File: src/rtl/conv_window_gen_pkg.sv
// rtl/conv_window_gen_pkg.sv - shared state type, default geometry and width helper for conv_window_gen
package conv_window_gen_pkg;

    typedef enum logic [1:0] {
        FILL     = 2'd0,
        EMIT     = 2'd1,
        LOAD_ROW = 2'd2
    } state_e;

    localparam int DEF_DATA_WIDTH = 8;
    localparam int DEF_SIMD       = 8;
    localparam int DEF_IFM_CH     = 16;
    localparam int DEF_IFM_DIM    = 8;
    localparam int DEF_K          = 3;

    localparam int CF        = DEF_IFM_CH / DEF_SIMD;
    localparam int OFM_DIM   = DEF_IFM_DIM - DEF_K + 1;
    localparam int ROW_WORDS = DEF_IFM_DIM * CF;
    localparam int BUF_DEPTH = DEF_K * ROW_WORDS;
    localparam int ADDR_W    = $clog2(BUF_DEPTH);

    // Counter/address width that never collapses to zero bits for tiny geometries.
    function automatic int cnt_width(input int n);
        return (n <= 1) ? 1 : $clog2(n);
    endfunction

endpackage

File: src/rtl/conv_window_gen_skid.sv
// rtl/conv_window_gen_skid.sv - 2-entry output buffer for line-buffer read data
// Ports: clk/rst_n (async active-low); push_valid/push_data from the RAM read
// pipeline; out_valid/out_data/out_ready downstream stream; almost_full/full
// report occupancy remaining after this cycle's pop, for read issue control.
module conv_window_gen_skid #(
    parameter int WIDTH = 64
) (
    input  logic             clk,
    input  logic             rst_n,
    input  logic             push_valid,
    input  logic [WIDTH-1:0] push_data,
    output logic             out_valid,
    output logic [WIDTH-1:0] out_data,
    input  logic             out_ready,
    output logic             almost_full,
    output logic             full
);

    logic [WIDTH-1:0] ent_q [2];
    logic [WIDTH-1:0] ent_d [2];
    logic             wr_ptr_q, wr_ptr_d;
    logic             rd_ptr_q, rd_ptr_d;
    logic [1:0]       count_q, count_d;
    logic [1:0]       occ_after;
    logic             pop;

    always_comb begin
        ent_d    = ent_q;
        wr_ptr_d = wr_ptr_q;
        rd_ptr_d = rd_ptr_q;
        pop      = out_ready && (count_q != 2'd0);
        if (push_valid) begin
            ent_d[wr_ptr_q] = push_data;
            wr_ptr_d        = ~wr_ptr_q;
        end
        if (pop) begin
            rd_ptr_d = ~rd_ptr_q;
        end
        count_d = count_q + {1'b0, push_valid} - {1'b0, pop};
        // Occupancy once this cycle's pop has left, ignoring the push landing now;
        // the caller adds its own in-flight read on top of this.
        occ_after   = count_q - {1'b0, pop};
        almost_full = (occ_after != 2'd0);
        full        = (occ_after == 2'd2);
    end

    always_ff @(posedge clk or negedge rst_n) begin
        if (!rst_n) begin
            ent_q    <= '{default: '0};
            wr_ptr_q <= 1'b0;
            rd_ptr_q <= 1'b0;
            count_q  <= 2'd0;
        end else begin
            ent_q    <= ent_d;
            wr_ptr_q <= wr_ptr_d;
            rd_ptr_q <= rd_ptr_d;
            count_q  <= count_d;
        end
    end

    assign out_valid = (count_q != 2'd0);
    assign out_data  = ent_q[rd_ptr_q];

endmodule

File: src/rtl/conv_window_gen.sv
// rtl/conv_window_gen.sv - K-row line buffer emitting KxKxIFM_CH im2col windows as a SIMD stream
// Ports: ap_clk, ap_rst_n (async active-low); in0_V_* raster pixel stream in,
// cf fastest; out_V_* window beats out in oy, ox, ky, kx, cf order.
module conv_window_gen
    import conv_window_gen_pkg::*;
#(
    parameter int DATA_WIDTH = DEF_DATA_WIDTH,
    parameter int SIMD       = DEF_SIMD,
    parameter int IFM_CH     = DEF_IFM_CH,
    parameter int IFM_DIM    = DEF_IFM_DIM,
    parameter int K          = DEF_K
) (
    input  logic                       ap_clk,
    input  logic                       ap_rst_n,
    input  logic [DATA_WIDTH*SIMD-1:0] in0_V_TDATA,
    input  logic                       in0_V_TVALID,
    output logic                       in0_V_TREADY,
    output logic [DATA_WIDTH*SIMD-1:0] out_V_TDATA,
    output logic                       out_V_TVALID,
    input  logic                       out_V_TREADY
);

    localparam int N_CF    = IFM_CH / SIMD;
    localparam int N_OFM   = IFM_DIM - K + 1;
    localparam int N_ROW   = IFM_DIM * N_CF;
    localparam int N_DEPTH = K * N_ROW;
    localparam int W       = cnt_width(N_DEPTH);
    localparam int DW      = DATA_WIDTH * SIMD;

    localparam logic [W-1:0] ONE       = W'(1);
    localparam logic [W-1:0] CF_LAST   = W'(N_CF - 1);
    localparam logic [W-1:0] K_LAST    = W'(K - 1);
    localparam logic [W-1:0] OFM_LAST  = W'(N_OFM - 1);
    localparam logic [W-1:0] ROW_LAST  = W'(N_ROW - 1);
    localparam logic [W-1:0] FILL_LAST = W'(N_DEPTH - 1);
    localparam logic [W-1:0] ROW_W     = W'(N_ROW);
    localparam logic [W-1:0] CF_W      = W'(N_CF);
    localparam logic [W-1:0] K_W       = W'(K);

    state_e         state_q, state_d;
    logic [W-1:0]   wr_cnt_q, wr_cnt_d;
    logic [W-1:0]   base_q, base_d;
    logic [W-1:0]   oy_q, oy_d, ox_q, ox_d;
    logic [W-1:0]   ky_q, ky_d, kx_q, kx_d;
    logic [W-1:0]   cf_q, cf_d;
    logic           in_ready_q, in_ready_d;
    logic           rd_valid_q, rd_valid_d;
    logic [DW-1:0]  rd_data_q;
    logic [DW-1:0]  line_mem [N_DEPTH];

    logic           in_fire, wr_en, issue;
    logic [W-1:0]   wr_addr, rd_addr, slot;
    logic           skid_afull, skid_full;

    always_comb begin
        state_d  = state_q;
        wr_cnt_d = wr_cnt_q;
        base_d   = base_q;
        oy_d     = oy_q;
        ox_d     = ox_q;
        ky_d     = ky_q;
        kx_d     = kx_q;
        cf_d     = cf_q;
        wr_en    = 1'b0;
        issue    = 1'b0;
        in_fire  = in0_V_TVALID && in_ready_q;

        slot = base_q + ky_q;
        if (slot >= K_W) begin
            slot = slot - K_W;
        end
        rd_addr = slot * ROW_W + (ox_q + kx_q) * CF_W + cf_q;
        wr_addr = (state_q == LOAD_ROW) ? (base_q * ROW_W + wr_cnt_q) : wr_cnt_q;

        case (state_q)
            FILL: begin
                if (in_fire) begin
                    wr_en = 1'b1;
                    if (wr_cnt_q == FILL_LAST) begin
                        wr_cnt_d = '0;
                        state_d  = EMIT;
                    end else begin
                        wr_cnt_d = wr_cnt_q + ONE;
                    end
                end
            end
            LOAD_ROW: begin
                if (in_fire) begin
                    wr_en = 1'b1;
                    if (wr_cnt_q == ROW_LAST) begin
                        wr_cnt_d = '0;
                        base_d   = (base_q == K_LAST) ? '0 : base_q + ONE;
                        oy_d     = oy_q + ONE;
                        state_d  = EMIT;
                    end else begin
                        wr_cnt_d = wr_cnt_q + ONE;
                    end
                end
            end
            EMIT: begin
                // The read issued now lands in the skid two edges later, so it
                // must be counted together with the one already in flight.
                if (!skid_full && !(skid_afull && rd_valid_q)) begin
                    issue = 1'b1;
                    if (cf_q == CF_LAST) begin
                        cf_d = '0;
                        if (kx_q == K_LAST) begin
                            kx_d = '0;
                            if (ky_q == K_LAST) begin
                                ky_d = '0;
                                if (ox_q == OFM_LAST) begin
                                    ox_d = '0;
                                    if (oy_q == OFM_LAST) begin
                                        oy_d    = '0;
                                        base_d  = '0;
                                        state_d = FILL;
                                    end else begin
                                        state_d = LOAD_ROW;
                                    end
                                end else begin
                                    ox_d = ox_q + ONE;
                                end
                            end else begin
                                ky_d = ky_q + ONE;
                            end
                        end else begin
                            kx_d = kx_q + ONE;
                        end
                    end else begin
                        cf_d = cf_q + ONE;
                    end
                end
            end
            default: state_d = FILL;
        endcase

        rd_valid_d = issue;
        in_ready_d = (state_d != EMIT);
    end

    always_ff @(posedge ap_clk or negedge ap_rst_n) begin
        if (!ap_rst_n) begin
            state_q    <= FILL;
            wr_cnt_q   <= '0;
            base_q     <= '0;
            oy_q       <= '0;
            ox_q       <= '0;
            ky_q       <= '0;
            kx_q       <= '0;
            cf_q       <= '0;
            in_ready_q <= 1'b0;
            rd_valid_q <= 1'b0;
        end else begin
            state_q    <= state_d;
            wr_cnt_q   <= wr_cnt_d;
            base_q     <= base_d;
            oy_q       <= oy_d;
            ox_q       <= ox_d;
            ky_q       <= ky_d;
            kx_q       <= kx_d;
            cf_q       <= cf_d;
            in_ready_q <= in_ready_d;
            rd_valid_q <= rd_valid_d;
        end
    end

    // Simple dual-port line buffer; a slot is only rewritten after all of its
    // reads have been captured, so read/write ordering never matters.
    always_ff @(posedge ap_clk) begin
        if (wr_en) begin
            line_mem[wr_addr] <= in0_V_TDATA;
        end
        if (issue) begin
            rd_data_q <= line_mem[rd_addr];
        end
    end

    conv_window_gen_skid #(.WIDTH(DW)) u_skid (
        .clk         (ap_clk),
        .rst_n       (ap_rst_n),
        .push_valid  (rd_valid_q),
        .push_data   (rd_data_q),
        .out_valid   (out_V_TVALID),
        .out_data    (out_V_TDATA),
        .out_ready   (out_V_TREADY),
        .almost_full (skid_afull),
        .full        (skid_full)
    );

    assign in0_V_TREADY = in_ready_q;

endmodule

File: config.mk
export PLATFORM = sky130hd
export DESIGN_NAME = conv_window_gen
export DESIGN_NICKNAME = d
export VERILOG_FILES = /design/src/rtl/conv_window_gen_pkg.sv /design/src/rtl/conv_window_gen_skid.sv /design/src/rtl/conv_window_gen.sv
export SDC_FILE = /design/constraint.sdc
export NUM_CORES = 2
export LEC_CHECK = 0
export CORE_MARGIN = 2
export CORE_UTILIZATION = 55
export CTS_CLUSTER_SIZE = 28
export DETAILED_ROUTE_END_ITERATION = 7
export GPL_ROUTABILITY_DRIVEN = 0
export HOLD_SLACK_MARGIN = 0.03
export PLACE_DENSITY = 0.82
export SETUP_SLACK_MARGIN = 0.5
export SLEW_MARGIN = 15
export SYNTH_ARGS = -nofsm -noshare
export SYNTH_HDL_FRONTEND = slang
export SYNTH_SLANG_ARGS = --single-unit
File: constraint.sdc
create_clock -name ap_clk -period 6.37 [get_ports ap_clk]
set_input_delay 1.274 -clock ap_clk [delete_from_list [all_inputs] [get_ports ap_clk]]
set_output_delay 1.274 -clock ap_clk [all_outputs]
set_load 0.01 [all_outputs]
After elaboration in Yosys (flattened, before gate mapping)
Memories as Yosys holds them, arrays and structs flattened. A register that Yosys moved wholly into a read port is not among the register bits.
Index checks and enable logic that the tools add are counted.

cells by class
  equal/unequal tests = 21
  muxes and demuxes = 47
  $add $sub $neg = 16
  bitwise operators = 4
  reduce and logical (&&, ||, !) cells = 19
  $lt $le $gt $ge = 4

operator list
  kind                                                                    count
  64-bit 2-to-1 mux                                                       4
  128-bit bitwise mux                                                     1
  6-bit 2-to-1 mux                                                        20
  64-bit demux with 1-bit select                                          1
  6-bit by 1-bit adder with 6-bit output (second input constant)          7
  6-bit one-hot mux with 2 select lines                                   3
  6-bit adder                                                             4
  2-bit 2-to-1 mux                                                        11
  6-bit by 2-bit equality test with 1-bit output (second input constant)  3
  2-bit != test (second input constant)                                   8
  6-bit by 3-bit equality test with 1-bit output (second input constant)  2
  9-bit AND reduction                                                     1
  2-bit nonzero test                                                      4
  6-bit by 1-bit equality test with 1-bit output (second input constant)  1
  6-bit by 4-bit equality test with 1-bit output (second input constant)  1
  6-bit equality test (second input constant)                             1
  6-bit by 2-bit >= comparator with 1-bit output (second input constant)  1
  1-bit 2-to-1 mux                                                        6
  2-bit one-hot mux with 3 select lines                                   1
  3-bit AND reduction                                                     2
  5-bit adder                                                             1
  1-bit logical AND                                                       5
  5-bit AND reduction                                                     1
  2-bit equality test (second input constant)                             2
  other kinds (14)                                                        20

storage, ports and cells
  bits of input ports = 68
  memories = 1
  logic and storage cells = 127
  output and inout bits = 66
  memory bits (writable) = 3072
  register bits = 178

memory list
  memory    words  width  rd ports  clocked after memory_dff  wr ports  line                   text
  line_mem  48     64     1         1                         1         conv_window_gen.sv:49  logic [DW-1:0] line_mem [N_DEPTH];

Depth between registers and ports, before layout
  depth after elaboration = 10
  depth in mapped cells = 17
  mapped depth without buffers = 16

Cells and area by module
Synthesis repeated with hierarchy kept, for this count alone.

second synthesis, totals
  cells, all modules = 5197
  area, all modules = 127501.0 µm²

modules (own cells, without submodules)
  module                cells an instance  seq. area each (µm²)  area each (µm²)  instances
  conv_window_gen       4839               95321.4               121440.2         1
  conv_window_gen_skid  358                3303.2                6060.8           1

Worst setup path before layout
Ideal clock, no wire load.

  path type = input port to flip-flop
  start = input port out_V_TREADY
  end = register oy_q[5]
  arrival = 6.469 ns
  data required time = 6.291 ns
  setup slack = -0.179 ns
  stages on the path = 9
  path buffers = 1
  setup time = 0.079 ns
  cell sequence = and2_1 ha_1 mux2_2 nor2_1 nand2_1 o31a_1 clkbuf_1 nor3b_1 xor2_1

on the way
  cells in the longest elaborated chain, start to end = 8
  elaborated cells between the ends (all ways) = 10
  those cells by class = 1 x add/sub; 2 x eq/ne; 7 x reduce/logical

RTL lines
  element                                        line                        text
  start, declared                                conv_window_gen.sv:20       input logic out_V_TREADY
  1-bit logical AND *                            conv_window_gen_skid.sv:31  pop = out_ready && (count_q != 2'd0);
  2-bit by 1-bit subtractor with 2-bit output *  conv_window_gen_skid.sv:42  occ_after = count_q - {1'b0, pop};
  2-bit nonzero test                             conv_window_gen_skid.sv:43  almost_full = (occ_after != 2'd0);
  1-bit logical AND                              conv_window_gen.sv:103      if (!skid_full && !(skid_afull && rd_valid_q)) begin
  1-bit zero test                                conv_window_gen.sv:103
  1-bit logical AND *                            conv_window_gen.sv:103
  2-bit != test (no line) *                      --
  9-bit AND reduction (no line) *                --
  end signal, assigned                           conv_window_gen.sv:157      oy_q <= oy_d;
  end, declared                                  conv_window_gen.sv:43       logic [W-1:0] oy_q, oy_d, ox_q, ox_d;

Mark *: on every way between the ends. The rest lies on a longest branch, timed or not.
A chain may end at the register's enable or synchronous reset.

Worst setup path in the final report
  start = register base_q[0]
  end = register rd_data_q[53], read port of line_mem, data pin

on the way
  cells in the longest elaborated chain, start to end = 5
  elaborated cells between the ends (all ways) = 6
  those cells by class = 4 x add/sub; 1 x order compare; 1 x mux

RTL lines
  element                                                                             line                                          text
  start, declared                                                                     conv_window_gen.sv:42                         logic [W-1:0] base_q, base_d;
  start signal, assigned                                                              conv_window_gen.sv:156                        base_q <= base_d;
  6-bit adder *                                                                       conv_window_gen.sv:68                         slot = base_q + ky_q;
  6-bit by 2-bit >= comparator with 1-bit output or 2-bit subtractor (tied branches)  conv_window_gen.sv:69, conv_window_gen.sv:70
  2-bit 2-to-1 mux *                                                                  conv_window_gen.sv:69                         if (slot >= K_W) begin
  6-bit adder * (2 in a row)                                                          conv_window_gen.sv:72                         rd_addr = slot * ROW_W + (ox_q + kx_q) * CF_W + cf_q;
  end, declared                                                                       conv_window_gen.sv:48                         logic [DW-1:0] rd_data_q;

Marks and branches as above.

==> flow_metrics.env <==
export IMPL_core_um2=229900
export IMPL_ant_nets=0
export IMPL_drt_iter0_drc=13770
export IMPL_final_cells=8897
export IMPL_p_leak_nw=46.04
export IMPL_cts_buffer_depth=4
export IMPL_required_ps=7050
export IMPL_period_needed_ps=5576
export IMPL_first_pass_iters=6
export IMPL_crit_arrival_ps=6260
export IMPL_dp_hpwl_um=175700
export IMPL_ys_ff_latch=3314
export IMPL_dieArea_um2=235100
export IMPL_tns_ps=0
export IMPL_worstMarginPinSlew_ps=1302
export IMPL_vdd_drop_max_uv=271.5
export IMPL_r2r_cells=16
export IMPL_start_util=0.5532
export IMPL_layout_common_cells="3136 x edfxtp_1, 960 x mux4_2, 338 x clkbuf_16"
export IMPL_drive_gt1_frac=0.3453
export IMPL_layout_commonest_cell="edfxtp_1"
export IMPL_avgViaCountPerCell=7.328
export IMPL_multi_input_area_um2=27800
export IMPL_min_period_over_period=0.8754
export IMPL_wl_per_cell_um=43.24
export IMPL_synthCells=5185
export IMPL_slew_headroom=0.1298
export IMPL_hold_violations=0
export IMPL_end_kind="register"
export IMPL_crit_type="register to register"
export IMPL_synth_yosys_seq_area_share=0.7754
export IMPL_yosysUniqueCellTypes=50
export IMPL_r2r_setup_slack_ps=790
export IMPL_rows=176
export IMPL_setup_violations=0
export IMPL_vias=65200
export IMPL_grt_overflow=0
export IMPL_die_width_um=484.9
export IMPL_cts_made_buffers=331
export IMPL_die_h_um=484.9
export IMPL_ys_warn_count=0
export IMPL_synth_edf_count=3136
export IMPL_post_cts_buffers=0
export IMPL_dpl_worst_slack_ps=979.1
export IMPL_synth_flop_cell="edfxtp_1"
export IMPL_ios=134
export IMPL_antenna_found_initial=12
export IMPL_hold_buffers=0
export IMPL_syn_area_per_cell_um2=24.53
export IMPL_cts_max_level=5
export IMPL_route_detailed_drc=0
export IMPL_cts_tree="built"
export IMPL_async_flop_share=0.05371
export IMPL_wirelength_um=384700
export IMPL_clk_pin_slew_ps=60
export IMPL_grt_first_pass_wirelength_um=532700
export IMPL_cts_resized=0
export IMPL_numClockSinks=3314
export IMPL_clockRootBuffer="clkbuf_16"
export IMPL_skew_ps=69.08
export IMPL_setup_ws_ps=793.7
export IMPL_grt_start_max_net_pins=92
export IMPL_dpl_cell_count=8314
export IMPL_regArea_um2=98630
export IMPL_fillers=13570
export IMPL_fmax_mhz=179.3
export IMPL_maxCapViolations=0
export IMPL_rsz0062_at_grt="false"
export IMPL_grt_pass1_vias=66280
export IMPL_slew_viol_final=0
export IMPL_start_kind="register"
export IMPL_hold_class="input port to asynchronous set/reset pin"
export IMPL_crit_fanout=43
export IMPL_status="complete, no violations"
export IMPL_grt_usage=0.3274
export IMPL_syn_area_um2=127200
export IMPL_clock_latency_ps=990
export IMPL_port_buffers=133
export IMPL_syn_num_nets=5289
export IMPL_power_density_nw_per_um2=348.1
export IMPL_nets=5725
export IMPL_syn_to_final_growth_pct=13.57
worst max-delay path: stages (launching register included):
cell      delay [ps]
dfrtp_1          470
ha_1             220
inv_1             60
fa_1             480
inv_1             60
ha_1             190
a21oi_1          120
o21ai_0          120
a211oi_2         320
xnor2_1          220
fa_1             480
ha_1             410
xor2_4           440
buf_12           420
mux4_2           590
mux2_2           290
mux2_2           270
state kept, by name (all words and copies together), names as in the netlist:
| signal | flops |
|---|---|
| ky_q | 6 |
| state_q | 2 |
| base_q | 6 |
| u_skid.ent_q | 128 |
| cf_q | 6 |
| u_skid.rd_ptr_q | 1 |
| ox_q | 6 |
| oy_q | 6 |
| rd_valid_q | 1 |
| kx_q | 6 |
| rd_data_q | 64 |
| in0_V_TREADY | 1 |
| wr_cnt_q | 6 |
| u_skid.wr_ptr_q | 1 |
| line_mem | 3072 |
| u_skid.count_q | 2 |
logic make-up after synthesis:
| group | Yosys count | synth area share |
|---|---|---|
| and+or+nand+nor | 178 | 0.006788 |
| buffers and inverters | 277 | 0.009463 |
| muxes | 1284 | 0.1991 |
| DFF | 3314 | 0.7754 |
| AOI/OAI and AO/OA | 59 | 0.002804 |
| xor gates and xnor gates | 37 | 0.002695 |
| adders and majority gates | 36 | 0.003777 |
report_power, final:
part / switching, mW / internal, mW
Sequential: 0.603 / 25.0
Combinational: 3.08 / 2.20
Clock: 8.51 / 10.9
Total: 12.2 / 38.1
path summary, 6_finish.rpt:
path	startpoint	endpoint
hold reg to reg	kx_q[5]$_DFFE_PN0P_	kx_q[5]$_DFFE_PN0P_
setup reg to reg	base_q[0]$_DFFE_PN0P_	rd_data_q[53]$_DFFE_PP_
min in group ap_clk	kx_q[5]$_DFFE_PN0P_	kx_q[5]$_DFFE_PN0P_
max in group asynchronous	ap_rst_n	u_skid.ent_q[81]$_DFFE_PN0P_
hold / removal	ap_rst_n	u_skid.count_q[1]$_DFF_PN0_
setup / recovery	base_q[0]$_DFFE_PN0P_	rd_data_q[53]$_DFFE_PP_
per-stage QoR:
step                power, mW  hold WS (ps)  utilization  instance area [um^2]
floorplan               28.65         433.2            -                127200
global placement        30.55         458.1       0.5835                134100
detailed placement      30.85         458.4       0.5835                134100
CTS                     50.17         353.4       0.6282                144400
global route            51.12         432.1       0.6283                144400
finish                  50.29         369.8       0.6283                144400
cell usage after synthesis (5+ instances only):
cell      count  area, um^2
edfxtp_1   3136       94170
mux4_2      960       21620
mux2_2      309        3480
dfrtp_1     178        4454
clkbuf_1    134       503.0
buf_2        91       455.4
nor2_1       64       240.2
nand2_1      39       146.4
ha_1         32       400.4
xnor2_1      25       219.0
buf_1        24       90.09
o21ai_0      21       105.1
inv_1        20       75.07
a21oi_1      14       70.07
mux2_4       14       210.2
nand4_1      12       75.07
xor2_1       11       96.34
nand2b_1      9       56.30
nand3_1       9       45.04
nor3_1        8       40.04
a21o_1        6       45.04
buf_6         6       67.56
nor2b_1       6       37.54
or2_2         6       37.54
and3_1        5       31.28
nor4_1        5       31.28
o22ai_1       5       31.28
o31ai_1       5       37.54
metal layers:
layer | GRT usage | routed length [um] | up-vias
li1 | - | - | 23100
met4 | 0.1911 | 28390 | 12
met3 | 0.07867 | 53850 | 1577
met5 | 0 | 80 | -
met1 | 0.4140 | 117600 | 33460
met2 | 0.5226 | 184800 | 7051
final cells by class:
type | count | share of cell area
multi-input cells | 1594 | 0.1924
diodes | 7 | 0.0001213
well taps | 3026 | 0.02621
repair buffers | 360 | 0.02660
flip-flops and latches | 3314 | 0.6828
clock buffers | 421 | 0.06134
clock inverters | 155 | 0.009944
inverters | 20 | 0.0005197
Note: power is estimated with default switching activity, not from simulation.
